## src/rtl/npc_pkg.sv

```systemverilog
// Shared definitions for the npc core: datapath width, load funct3 encodings
// and the writeback unit state encoding.
package npc_pkg;

    localparam int XLEN = 32;

    localparam logic [2:0] LB  = 3'b000;
    localparam logic [2:0] LH  = 3'b001;
    localparam logic [2:0] LW  = 3'b010;
    localparam logic [2:0] LBU = 3'b100;
    localparam logic [2:0] LHU = 3'b101;

    typedef enum logic [1:0] {
        IDLE,
        WAIT_LOAD,
        WRITE
    } wbu_state_e;

endpackage

```

## src/rtl/wbu_load_ext.sv

```systemverilog
// Load data extraction: picks the byte/halfword addressed by addr_lo out of an
// aligned word and sign- or zero-extends it; flags funct3 values that are not loads.
module load_ext
    import npc_pkg::*;
(
    input  logic [2:0]      funct3,
    input  logic [1:0]      addr_lo,
    input  logic [XLEN-1:0] rdata,
    output logic [XLEN-1:0] data,
    output logic            illegal
);

    logic [7:0]  w_byte;
    logic [15:0] w_half;

    always_comb begin
        case (addr_lo)
            2'd0:    w_byte = rdata[7:0];
            2'd1:    w_byte = rdata[15:8];
            2'd2:    w_byte = rdata[23:16];
            default: w_byte = rdata[31:24];
        endcase
    end

    assign w_half = addr_lo[1] ? rdata[31:16] : rdata[15:0];

    // NOTE: every output gets a default before the case, so no path leaves it unassigned and no latch is inferred.
    always_comb begin
        data    = '0;
        illegal = 1'b0;
        case (funct3)
            LB:      data = {{(XLEN-8){w_byte[7]}}, w_byte};
            LH:      data = {{(XLEN-16){w_half[15]}}, w_half};
            LW:      data = rdata;
            LBU:     data = {{(XLEN-8){1'b0}}, w_byte};
            LHU:     data = {{(XLEN-16){1'b0}}, w_half};
            default: illegal = 1'b1;
        endcase
    end

endmodule

```

## src/rtl/wbu.sv

```systemverilog
// Writeback unit: retires one instruction at a time, waiting on LSU data for
// loads, and drives the register file write port plus the difftest retire pulse.
module wbu
    import npc_pkg::*;
#(
    parameter int TIMEOUT = 255
) (
    input  logic            clk,
    input  logic            rst,
    input  logic            in_valid,
    output logic            in_ready,
    input  logic [4:0]      in_rd,
    input  logic            in_wen,
    input  logic [XLEN-1:0] in_result,
    input  logic            in_is_load,
    input  logic [2:0]      in_funct3,
    input  logic [1:0]      in_addr_lo,
    input  logic [XLEN-1:0] in_pc,
    input  logic            lsu_rvalid,
    input  logic [XLEN-1:0] lsu_rdata,
    output logic            rf_wen,
    output logic [4:0]      rf_rd,
    output logic [XLEN-1:0] rf_wdata,
    output logic            busy,
    output logic [4:0]      busy_rd,
    output logic            retire_valid,
    output logic [XLEN-1:0] retire_pc,
    output logic            retire_err
);

    localparam logic [7:0] TIMEOUT_CNT = 8'(TIMEOUT);

    wbu_state_e      r_state;
    wbu_state_e      w_next_state;
    logic [4:0]      r_rd;
    logic            r_wen;
    logic [XLEN-1:0] r_wdata;
    logic [2:0]      r_funct3;
    logic [1:0]      r_addr_lo;
    logic [XLEN-1:0] r_pc;
    logic            r_err;
    logic [7:0]      r_cnt;

    logic            w_accept;
    logic            w_timeout;
    logic            w_in_write;
    logic [XLEN-1:0] w_ext_data;
    logic            w_ext_illegal;

    load_ext u_load_ext (
        .funct3  (r_funct3),
        .addr_lo (r_addr_lo),
        .rdata   (lsu_rdata),
        .data    (w_ext_data),
        .illegal (w_ext_illegal)
    );

    assign in_ready  = (r_state == IDLE) || (r_state == WRITE);
    assign w_accept  = in_valid && in_ready;
    // The count that would be reached this cycle hitting TIMEOUT ends the wait.
    assign w_timeout = (TIMEOUT != 0) && (r_cnt + 8'd1 == TIMEOUT_CNT);

    always_comb begin
        w_next_state = r_state;
        case (r_state)
            IDLE: begin
                if (w_accept) w_next_state = in_is_load ? WAIT_LOAD : WRITE;
            end
            WAIT_LOAD: begin
                if (lsu_rvalid || w_timeout) w_next_state = WRITE;
            end
            WRITE: begin
                if (w_accept) w_next_state = in_is_load ? WAIT_LOAD : WRITE;
                else          w_next_state = IDLE;
            end
            default: w_next_state = IDLE;
        endcase
    end

    // NOTE: sequential state uses non-blocking assignments so every register samples pre-edge values.
    always_ff @(posedge clk) begin
        if (rst) r_state <= IDLE;
        else     r_state <= w_next_state;
    end

    always_ff @(posedge clk) begin
        if (rst) begin
            r_rd      <= '0;
            r_wen     <= 1'b0;
            r_wdata   <= '0;
            r_funct3  <= '0;
            r_addr_lo <= '0;
            r_pc      <= '0;
            r_err     <= 1'b0;
            r_cnt     <= '0;
        end else if (w_accept) begin
            r_rd      <= in_rd;
            r_wen     <= in_wen;
            r_wdata   <= in_is_load ? '0 : in_result;
            r_funct3  <= in_funct3;
            r_addr_lo <= in_addr_lo;
            r_pc      <= in_pc;
            r_err     <= 1'b0;
            r_cnt     <= '0;
        end else if (r_state == WAIT_LOAD) begin
            if (lsu_rvalid) begin
                r_wdata <= w_ext_data;
                r_err   <= w_ext_illegal;
            end else begin
                r_cnt <= r_cnt + 8'd1;
                if (w_timeout) r_err <= 1'b1;
            end
        end
    end

    // Outputs are decoded from registered state only; nothing in_* reaches them combinationally.
    assign w_in_write   = (r_state == WRITE);
    assign rf_wen       = w_in_write && r_wen && (r_rd != 5'd0) && !r_err;
    assign rf_rd        = w_in_write ? r_rd : '0;
    assign rf_wdata     = w_in_write ? r_wdata : '0;
    assign retire_valid = w_in_write;
    assign retire_pc    = w_in_write ? r_pc : '0;
    assign retire_err   = w_in_write && r_err;
    assign busy         = (r_state != IDLE) && r_wen && (r_rd != 5'd0);
    assign busy_rd      = busy ? r_rd : '0;

endmodule

```

## config.mk

```make
export PLATFORM = sky130hd
export DESIGN_NAME = wbu
export DESIGN_NICKNAME = d
export VERILOG_FILES = /design/src/rtl/npc_pkg.sv /design/src/rtl/wbu_load_ext.sv /design/src/rtl/wbu.sv
export SDC_FILE = /design/constraint.sdc
export NUM_CORES = 1
export LEC_CHECK = 0
export ABC_CLOCK_PERIOD_IN_PS = 2300
export BUFFER_PORTS_ARGS = -buffer_cell sky130_fd_sc_hd__buf_2
export CAP_MARGIN = 20
export CORE_ASPECT_RATIO = 0.6
export CORE_MARGIN = 8
export CORE_UTILIZATION = 30
export DETAILED_ROUTE_END_ITERATION = 7
export PLACE_DENSITY = 0.62
export SYNTH_ARGS = -nofsm -noshare
export SYNTH_HDL_FRONTEND = slang
export SYNTH_SLANG_ARGS = --single-unit
```

## constraint.sdc

```tcl
create_clock -name clk -period 2.3 [get_ports clk]
set_clock_uncertainty 0.15 [all_clocks]
set_input_delay 0.115 -clock clk [delete_from_list [all_inputs] [get_ports clk]]
set_output_delay 0.115 -clock clk [all_outputs]
set_load 0.03 [all_outputs]
```

==> metrics.txt, run 1 <==
Ys Warns 0; most instantiated cells after synthesis 112 x nand2_1, 86 x and2_1, 86 x dfxtp_1, 61 x a21oi_1, 41 x nor2_1; Core Footprint 0.01537 mm2; Worst slew margin 37.30%; TritonRoute pass-1 iters 4; H-tree levels 3; cts repair resizes 0; Lkg Pwr 3.088 nW; status finished clean; setup ws final 203.0 ps; worst-path fanout max 16; clk sinks 86; total gr overflow 0; largest net degree at the start of global routing 46; Hold Path Origin in_valid; top cell type's share of synthesized area 36.44%; syn_area_per_cell 7.954 um2; Num CTS Buffers 9; fin crit share 91.17%; Die H 113.2 um; Tot GR Track Use 16.86%; Post-Route WL 17390 um; Vias 5023; Antenna Cells 0; asr flop ratio synth 0%; first-pass GRT wire length 27120 um; dpl hpwl 12950 um; Seq/Total Area, Yosys 36.44%; Rows 35; Clock Pin Slew Worst Setup and Hold Paths 70 ps; Final Hold Violating Endpoints 0; minimum clock period 2097 ps; ANT nets after route 0; Syn Nets 708; post-CTS setup buffer count 0; layout cells sized above 1 31.40%; Worst-Skew Late Latency 340 ps; die footprint 0.02015 mm2; Fill cells 1580; CTS tree done; initial antenna violation count 6; Post-layout nets 956; CP endpoint kind flop; Req. time, crit path 2400 ps; vias per cell 4.784; RSZ-0062 raised after global routing no; Synth area leader dfxtp_1; detailed-route DRC error count 0; max frequency 476.9 MHz; routability cong. 0.8687; placed cell areas 0.005874 mm2; Worst VDD drop 0.3252 mV; most frequent cell after synthesis nand2_1; Crit. Startpoint r_funct3[0]; Setup CP Type reg2reg; Clock Tree Buf Depth 2; Place WS 221.0 ps; Post-Synthesis Cells 594; die width 178.0 um; Area Growth Syn to Fin 47.11%; IO Pins 191; final number of setup-violating endpoints 0; Synth Register Bits 86; post-route setup TNS 0 ps; type of the most critical hold path in2reg; Least-Margin Pin Slew 933.3 ps; ys flop type dfxtp_1; max-cap viol count 0; Slew Viols, Final 0; DR iter-0 viols 242; Reg-to-Reg Start r_funct3[0]; clk root buf clkbuf_16; number of synthesized flops with an enable pin 0; vias in the first global route 5023; Port Buffers 190; hold buffer count at CTS 77; synthesized area 0.004725 mm2; CP startpoint kind flop; final instance area 0.006950 mm2; PD cells 576.6 mW/mm2; WL per Instance 16.57 um; Total Power 4.008 mW; ranking of synthesized cells by area dfxtp_1 36%, and2_1 11%, nand2_1 8.9%; WP data arrival 2200 ps; initial core utilization 30.74%; Unique masters post-synth 55
## placed cells by master, fill, tap and decap left out, types with 6 or more instances in the layout
| cell | instances |
|---|---|
| o21ai_2 | 10 |
| and2_1 | 86 |
| dlygate4sd3_1 | 77 |
| clkbuf_16 | 9 |
| and3_1 | 7 |
| o21ai_1 | 10 |
| mux2i_1 | 9 |
| a21oi_1 | 61 |
| a221oi_1 | 6 |
| buf_2 | 190 |
| a221o_1 | 8 |
| a311oi_2 | 9 |
| mux2_2 | 6 |
| buf_4 | 13 |
| nand2_1 | 112 |
| inv_1 | 11 |
| a211oi_1 | 8 |
| nor2_1 | 41 |
| a311oi_1 | 10 |
| dfxtp_1 | 86 |
| a22oi_1 | 7 |
## flip-flops by register name, indices dropped and copies added (netlist names)
signal / count
r_wen: 1
r_cnt: 8
r_err: 1
r_rd: 5
r_state: 2
r_funct3: 3
r_addr_lo: 2
r_wdata: 32
r_pc: 32
## cell families (layout without fill, tap and decap cells)
kind of cell | Yosys count | after routing | synth area share (%)
xor gates and xnor gates | 7 | 7 | 1.298
muxes | 17 | 17 | 3.972
adders and majority gates | 2 | 2 | 0.5296
and+or+nand+nor | 282 | 282 | 30.14
DFF | 86 | 86 | 36.44
AOI/OAI and AO/OA | 143 | 143 | 21.85
buffers and inverters | 57 | 310 | 5.773
## path summary, 6_finish.rpt
path	to	slack (ps)	cells past startpoint
setup / recovery	r_wdata[31]	200	4
hold / removal	r_funct3[2]	40	4
setup reg to reg	r_wdata[31]	200	4
hold reg to reg	r_pc[17]	300	2
## layout make-up
cell class              instances  area [um2]  area share (%)
inverters                      11       41.29          0.5941
clock buffers                   9       225.2           3.240
clock inverters                 7       80.08           1.152
well taps                     203       254.0           3.654
flip-flops and latches         86        1722           24.77
multi-input cells             451        2749           39.55
repair buffers                283        1879           27.04
## through the flow
step | hold WS [ps] | util, % | instances
2_1_floorplan | 101.0 | - | 594
3_3_place_gp | 190.4 | 38.22 | 957
3_5_place_dp | 196.2 | 38.22 | 957
4_1_cts | 38.78 | 45.22 | 1050
5_1_grt | 67.22 | 45.22 | 1050
6_report | 40.95 | 45.22 | 1050
## per-layer routing
metal  wire length, um  global-route usage [%]
met5                66                       0
met4               112                   2.710
met3              1531                   5.720
met2              7448                   25.79
met1              8235                   22.84
## where the power goes
group          internal (mW)  switching (mW)
Sequential              1.59          0.0641
Combinational          0.384           0.456
Clock                  0.858           0.653
## worst max-delay path, stage by stage, from the launching register on
cell	delay, ps
dfxtp_1	570
nor3_2	110
nor3_4	720
o21ai_1	170
a311oi_1	280
Power figures use the tool's default switching activity.
==> inputs of run 2 (changes only) <==
- BUFFER_PORTS_ARGS: -buffer_cell sky130_fd_sc_hd__buf_2 -> not set
- CORE_UTILIZATION: 30 -> 60
- DONT_BUFFER_PORTS: not set -> 1
- PLACE_DENSITY: 0.62 -> 0.84
==> run 2 against run 1 <==
Effect of this change:
- combinational power fell by 12%
- critical path depth up 1
- maximum frequency shrank 4.9%
- final cell count is 26% lower
- total power is 1.7% lower
- wire length decreased by 7.1%
- largest cell class unchanged
==> metrics.txt, run 2 (synthesis gave the netlist of run 1 again) <==
fin crit share 95.91% (+4.7 points); clk sinks 86 (unchanged); CP startpoint kind flop; DR iter-0 viols 441 (+82%); detailed-route DRC error count 0 (unchanged); Least-Margin Pin Slew 864.6 ps (-68.67 ps); Core Footprint 0.007757 mm2 (-50%); WL met1 6417 um (-22%); P_int 2.777 mW (-2.0%); Clock Tree Buf Depth 2 (unchanged); Num CTS Buffers 9 (unchanged); met2 wire length 7510 um (+0.83%); routability cong. 0.8948 (+3.0%); Comb pwr share 18.8% (-2.2 points); status finished clean; Top Metal Used met4; Top Registers r_pc (32), r_wdata (32), r_cnt (8); worst-path fanout max 16 (unchanged); WL per Instance 20.66 um (+25%); max frequency 453.3 MHz (-4.9%); die width 130.6 um (-27%); Net Sw Power 1.162 mW (-0.94%); Clock Pin Slew Worst Setup and Hold Paths 70 ps (about the same); H-tree levels 3 (unchanged); final number of setup-violating endpoints 0 (unchanged); Area Growth Syn to Fin 27.83%; PD cells 652.2 mW/mm2 (+13%); Die H 84.74 um (-25%); IO Pins 191 (unchanged); layout cells sized above 1 10.73% (-21 points); vias per cell 6.058 (+27%); Port Buffers 0 (-100%); Place WS 250.2 ps (+29.23 ps); Post-Route WL 16160 um (-7.1%); commonest non-fill, non-tap cell in the layout nand2_1; Req. time, crit path 2400 ps (about the same); Setup CP Type reg2reg; minimum clock period 2206 ps (+108.9 ps); TritonRoute pass-1 iters 5 (+1); Lkg Pwr 2.275 nW (-26%); CP endpoint kind flop; final instance area 0.006040 mm2 (-13%); placed cell areas 0.004742 mm2 (-19%); Layout Cells excl Fill 782 (-26%); max-cap viol count 0 (unchanged); CP max stage delay 650 ps (-70 ps); dpl hpwl 10640 um (-18%); clock share of power 38.9% (+1.2 points); Seq pwr share 42.3% (+1.0 points); die footprint 0.01106 mm2 (-45%); reg2reg setup slack 90 ps (-110 ps); Worst-Skew Late Latency 340 ps (about the same); initial antenna violation count 3 (-3); setup ws final 94.06 ps (-108.9 ps); Final Core Density 77.85% (+33 points); crit path cell chain nor3b_4 > buf_4 > and2_1 > o21ai_2 > a311oi_2; first-pass GRT wire length 24560 um (-9.4%); Rows 25 (-29%); Crit-path slowest cell dfxtp_1; Worst slew margin 41.92% (+4.6 points); clk root buf clkbuf_16; initial core utilization 60.90% (+30 points); WHS 3.042 ps (-37.90 ps); met3 wire length 1749 um (+14%); ANT nets after route 0 (unchanged); type of the most critical hold path in2reg; Post-layout nets 780 (-18%); Final Hold Violating Endpoints 0 (unchanged); CTS tree done; Tot GR Track Use 27.90% (+11 points); most frequent cells in the layout 112 x nand2_1, 95 x dlygate4sd3_1, 86 x and2_1, 86 x dfxtp_1, 61 x a21oi_1; Worst VDD drop 0.4055 mV (+25%); switch share 29.51% (+0.23 points); largest net degree at the start of global routing 71 (+54%); Vias 4737 (-5.7%); total gr overflow 0 (unchanged); WP data arrival 2310 ps (+110 ps); Slew Viols, Final 0 (unchanged); vias in the first global route 4717 (-6.1%); dpl cells 667 (-30%)
## run 2: final timing paths
kind | start | end | depth (start not counted)
max | r_funct3[1] | r_wdata[29] | 5
min | lsu_rdata[11] | r_wdata[11] | 3
max reg2reg | r_funct3[1] | r_wdata[29] | 5
min reg2reg | r_pc[29] | r_pc[29] | 2
## run 2: area by class of cell
type	count	area, um2
multi-input cells	451	2749
flip-flops and latches	86	1722
fillers	527	1718
repair buffers	107	1074
clock buffers	9	225.2
well taps	108	135.1
clock inverters	7	86.33
inverters	11	41.29
diodes	3	7.507
## run 2: worst max-delay path, delay by kind of cell (launching register included)
kind / cells / cell delay [ps]
AO/OA/AOI/OAI: 2 / 350
buffers and inverters: 1 / 280
flip-flops: 1 / 650
AND/OR/NAND/NOR: 2 / 680
## run 2: what timing repair did
item,in CTS,in global routing
hold buffers,96,0
resized for setup,0,0
endpoints found under the setup margin,0,0
endpoints found under the hold margin,79,0
setup buffers,0,0
## run 2: stage by stage
step	power (mW)	setup TNS [ps]
4_1_cts	3.925	0
3_3_place_gp	2.223	0
5_1_grt	4.087	-10.70
6_report	3.939	0
2_1_floorplan	2.165	0
3_5_place_dp	2.248	0
## run 2: metal layers
layer	GRT usage, %	up-vias
met4	11.61	0
li1	-	2179
met1	32.61	2268
met3	10.56	45
met2	44.81	245
met5	0	-
## run 2: power by group through the flow
stage / logic, mW / clock network (mW) / registers [mW]
6_report: 0.741 / 1.53 / 1.67
5_1_grt: 0.793 / 1.62 / 1.68
4_1_cts: 0.720 / 1.55 / 1.66
3_5_place_dp: 0.556 / 0 / 1.69
3_3_place_gp: 0.537 / 0 / 1.69
2_1_floorplan: 0.502 / 0 / 1.66
==> inputs of run 3 (changes only) <==
- RECOVER_POWER: not set -> 25
==> run 3 against run 2 <==
Effect of this change:
- global-route usage unchanged
- first-iteration DRC count down 4.1%
- the flow now finishes with violations (hold timing)
- non-clock buffer count unchanged
- combinational power about the same
- critical endpoint unchanged
- setup slack worse by 9.0 ps
- total power about the same
- count of clock-buffer cells in the layout unchanged
- largest power group unchanged
==> metrics.txt, run 3 (synthesis gave the netlist of run 1 again) <==
status finished, violations left; failing checks hold timing; placed cell areas 0.004742 mm2 (unchanged); Post-Route WL 16150 um (about the same); Port Buffers 0 (unchanged); routability cong. 0.8948 (unchanged); WHS -0.9091 ps (-3.951 ps); Worst slew margin 38.55% (-3.4 points); Tot GR Track Use 27.90% (unchanged); r2r endpoint r_wdata[29]; Hold Path Origin lsu_rdata[11]; Rows 25 (unchanged); Final Hold Violating Endpoints 1 (+1); Core Footprint 0.007757 mm2 (unchanged); clock share of power 38.9% (about the same); Num CTS Buffers 9 (unchanged); CP endpoint r_wdata[29]; Lkg Pwr 2.256 nW (-0.83%); minimum clock period 2215 ps (+9.048 ps); Place WS 250.2 ps (unchanged); Final Core Density 77.82% (about the same); Seq pwr share 42.3% (about the same); detailed-route DRC error count 0 (unchanged); dpl hpwl 10640 um (unchanged); P_int 2.776 mW (about the same); Clock Pin Slew Worst Setup and Hold Paths 70 ps (about the same); type of the most critical hold path in2reg; IO Pins 191 (unchanged); fin crit share 96.30% (+0.39 points); switch share 29.51% (about the same); largest net degree at the start of global routing 71 (unchanged); Slew Viols, Final 0 (unchanged); Area Growth Syn to Fin 27.78% (about the same); Least-Margin Pin Slew 921.7 ps (+57.13 ps); clk sinks 86 (unchanged); Total Power 3.938 mW (about the same); first-pass GRT wire length 24560 um (unchanged); Net Sw Power 1.162 mW (about the same); Req. time, crit path 2400 ps (about the same); most frequent cells in the layout 112 x nand2_1, 95 x dlygate4sd3_1, 86 x dfxtp_1, 68 x and2_1, 61 x a21oi_1; Post-layout nets 780 (unchanged); final instance area 0.006037 mm2 (about the same); Setup CP Type reg2reg; Fill cells 528 (+0.19%); CTS tree done; Worst R2R Path Depth 5 (unchanged); initial antenna violation count 3 (unchanged); reg2reg setup slack 90 ps (about the same); CP startpoint kind flop; die footprint 0.01106 mm2 (unchanged); total gr overflow 0 (unchanged); Vias 4736 (-0.021%); DR iter-0 viols 423 (-4.1%); CP endpoint kind flop; Crit. Startpoint r_funct3[1]; setup ws final 85.01 ps (-9.048 ps); worst-path fanout max 16 (unchanged); initial core utilization 60.90% (unchanged); max-cap viol count 0 (unchanged); layout cells sized above 1 10.73% (unchanged); H-tree levels 3 (unchanged); vias in the first global route 4717 (unchanged); WP data arrival 2320 ps (about the same); final number of setup-violating endpoints 0 (unchanged); commonest non-fill, non-tap cell in the layout nand2_1; Die H 84.74 um (unchanged); ANT nets after route 0 (unchanged); TritonRoute pass-1 iters 5 (unchanged); clk root buf clkbuf_16; Top Registers r_pc (32), r_wdata (32), r_cnt (8); Comb pwr share 18.8% (about the same); Worst VDD drop 0.4061 mV (+0.14%); vias per cell 6.056 (about the same); die width 130.6 um (unchanged); Clock Tree Buf Depth 2 (unchanged); max frequency 451.5 MHz (-0.41%); PD cells 652.3 mW/mm2 (about the same); WL per Instance 20.65 um (about the same); Worst-Skew Late Latency 340 ps (about the same); post-route setup TNS 0 ps (unchanged); Reg-to-Reg Start r_funct3[1]
## run 3: cell types whose count changed in the layout (fill, tap and decap cells not counted), sizes merged
| cell | change |
|---|---|
| clkbuf | +1 |
| buf | -1 |
## run 3: area by class of cell
class	count	area [um2]	area share, %
tap	108	135.1	2.238
timing repair buffer	107	1071	17.74
sequential	86	1722	28.52
clock inverter	7	86.33	1.430
multi-input combinational	451	2749	45.53
clock buffer	9	225.2	3.731
inverter	11	41.29	0.6839
antenna	3	7.507	0.1244
## run 3: how the worst min path moves through the flow
stage                     slack, ps  depth (start not counted)     endpoint
final                          -0.9                          3  r_wdata[11]
after global placement           40                          1     r_pc[12]
after floorplan                 100                          2      r_pc[0]
after global routing              5                          3  r_wdata[11]
after CTS                       0.3                          3  r_wdata[26]
after detailed placement         40                          1     r_pc[15]
## run 3: metal layers
layer	wire length, um	track usage (%)
met5	0	0
met3	1789	10.56
met4	499	11.61
met1	6417	32.61
met2	7438	44.81
## run 3: through the flow
stage                     instances  hold WS, ps
final                           782      -0.9091
after floorplan                 594        101.0
after detailed placement        667        42.74
after global placement          667        40.60
after global routing            782        4.839
after CTS                       779       0.3181
## run 3: critical path: stages (launching register included)
cell and delay [ps]:
dfxtp_1 650, nor3b_4 490, buf_4 290, and2_1 200, o21ai_2 80, a311oi_2 280
## run 3: repair_timing
item / CTS / global route
setup buffers: 0 / 0
resized for setup: 0 / 0
hold endpoints to repair: 79 / 0
hold buffers: 96 / 0
## run 3: power groups by stage
stage          Combinational, mW  Sequential [mW]  Clock, mW
3_5_place_dp               0.556             1.69          0
3_3_place_gp               0.537             1.69          0
4_1_cts                    0.720             1.66       1.55
2_1_floorplan              0.502             1.66          0
6_report                   0.740             1.67       1.53
5_1_grt                    0.793             1.68       1.62
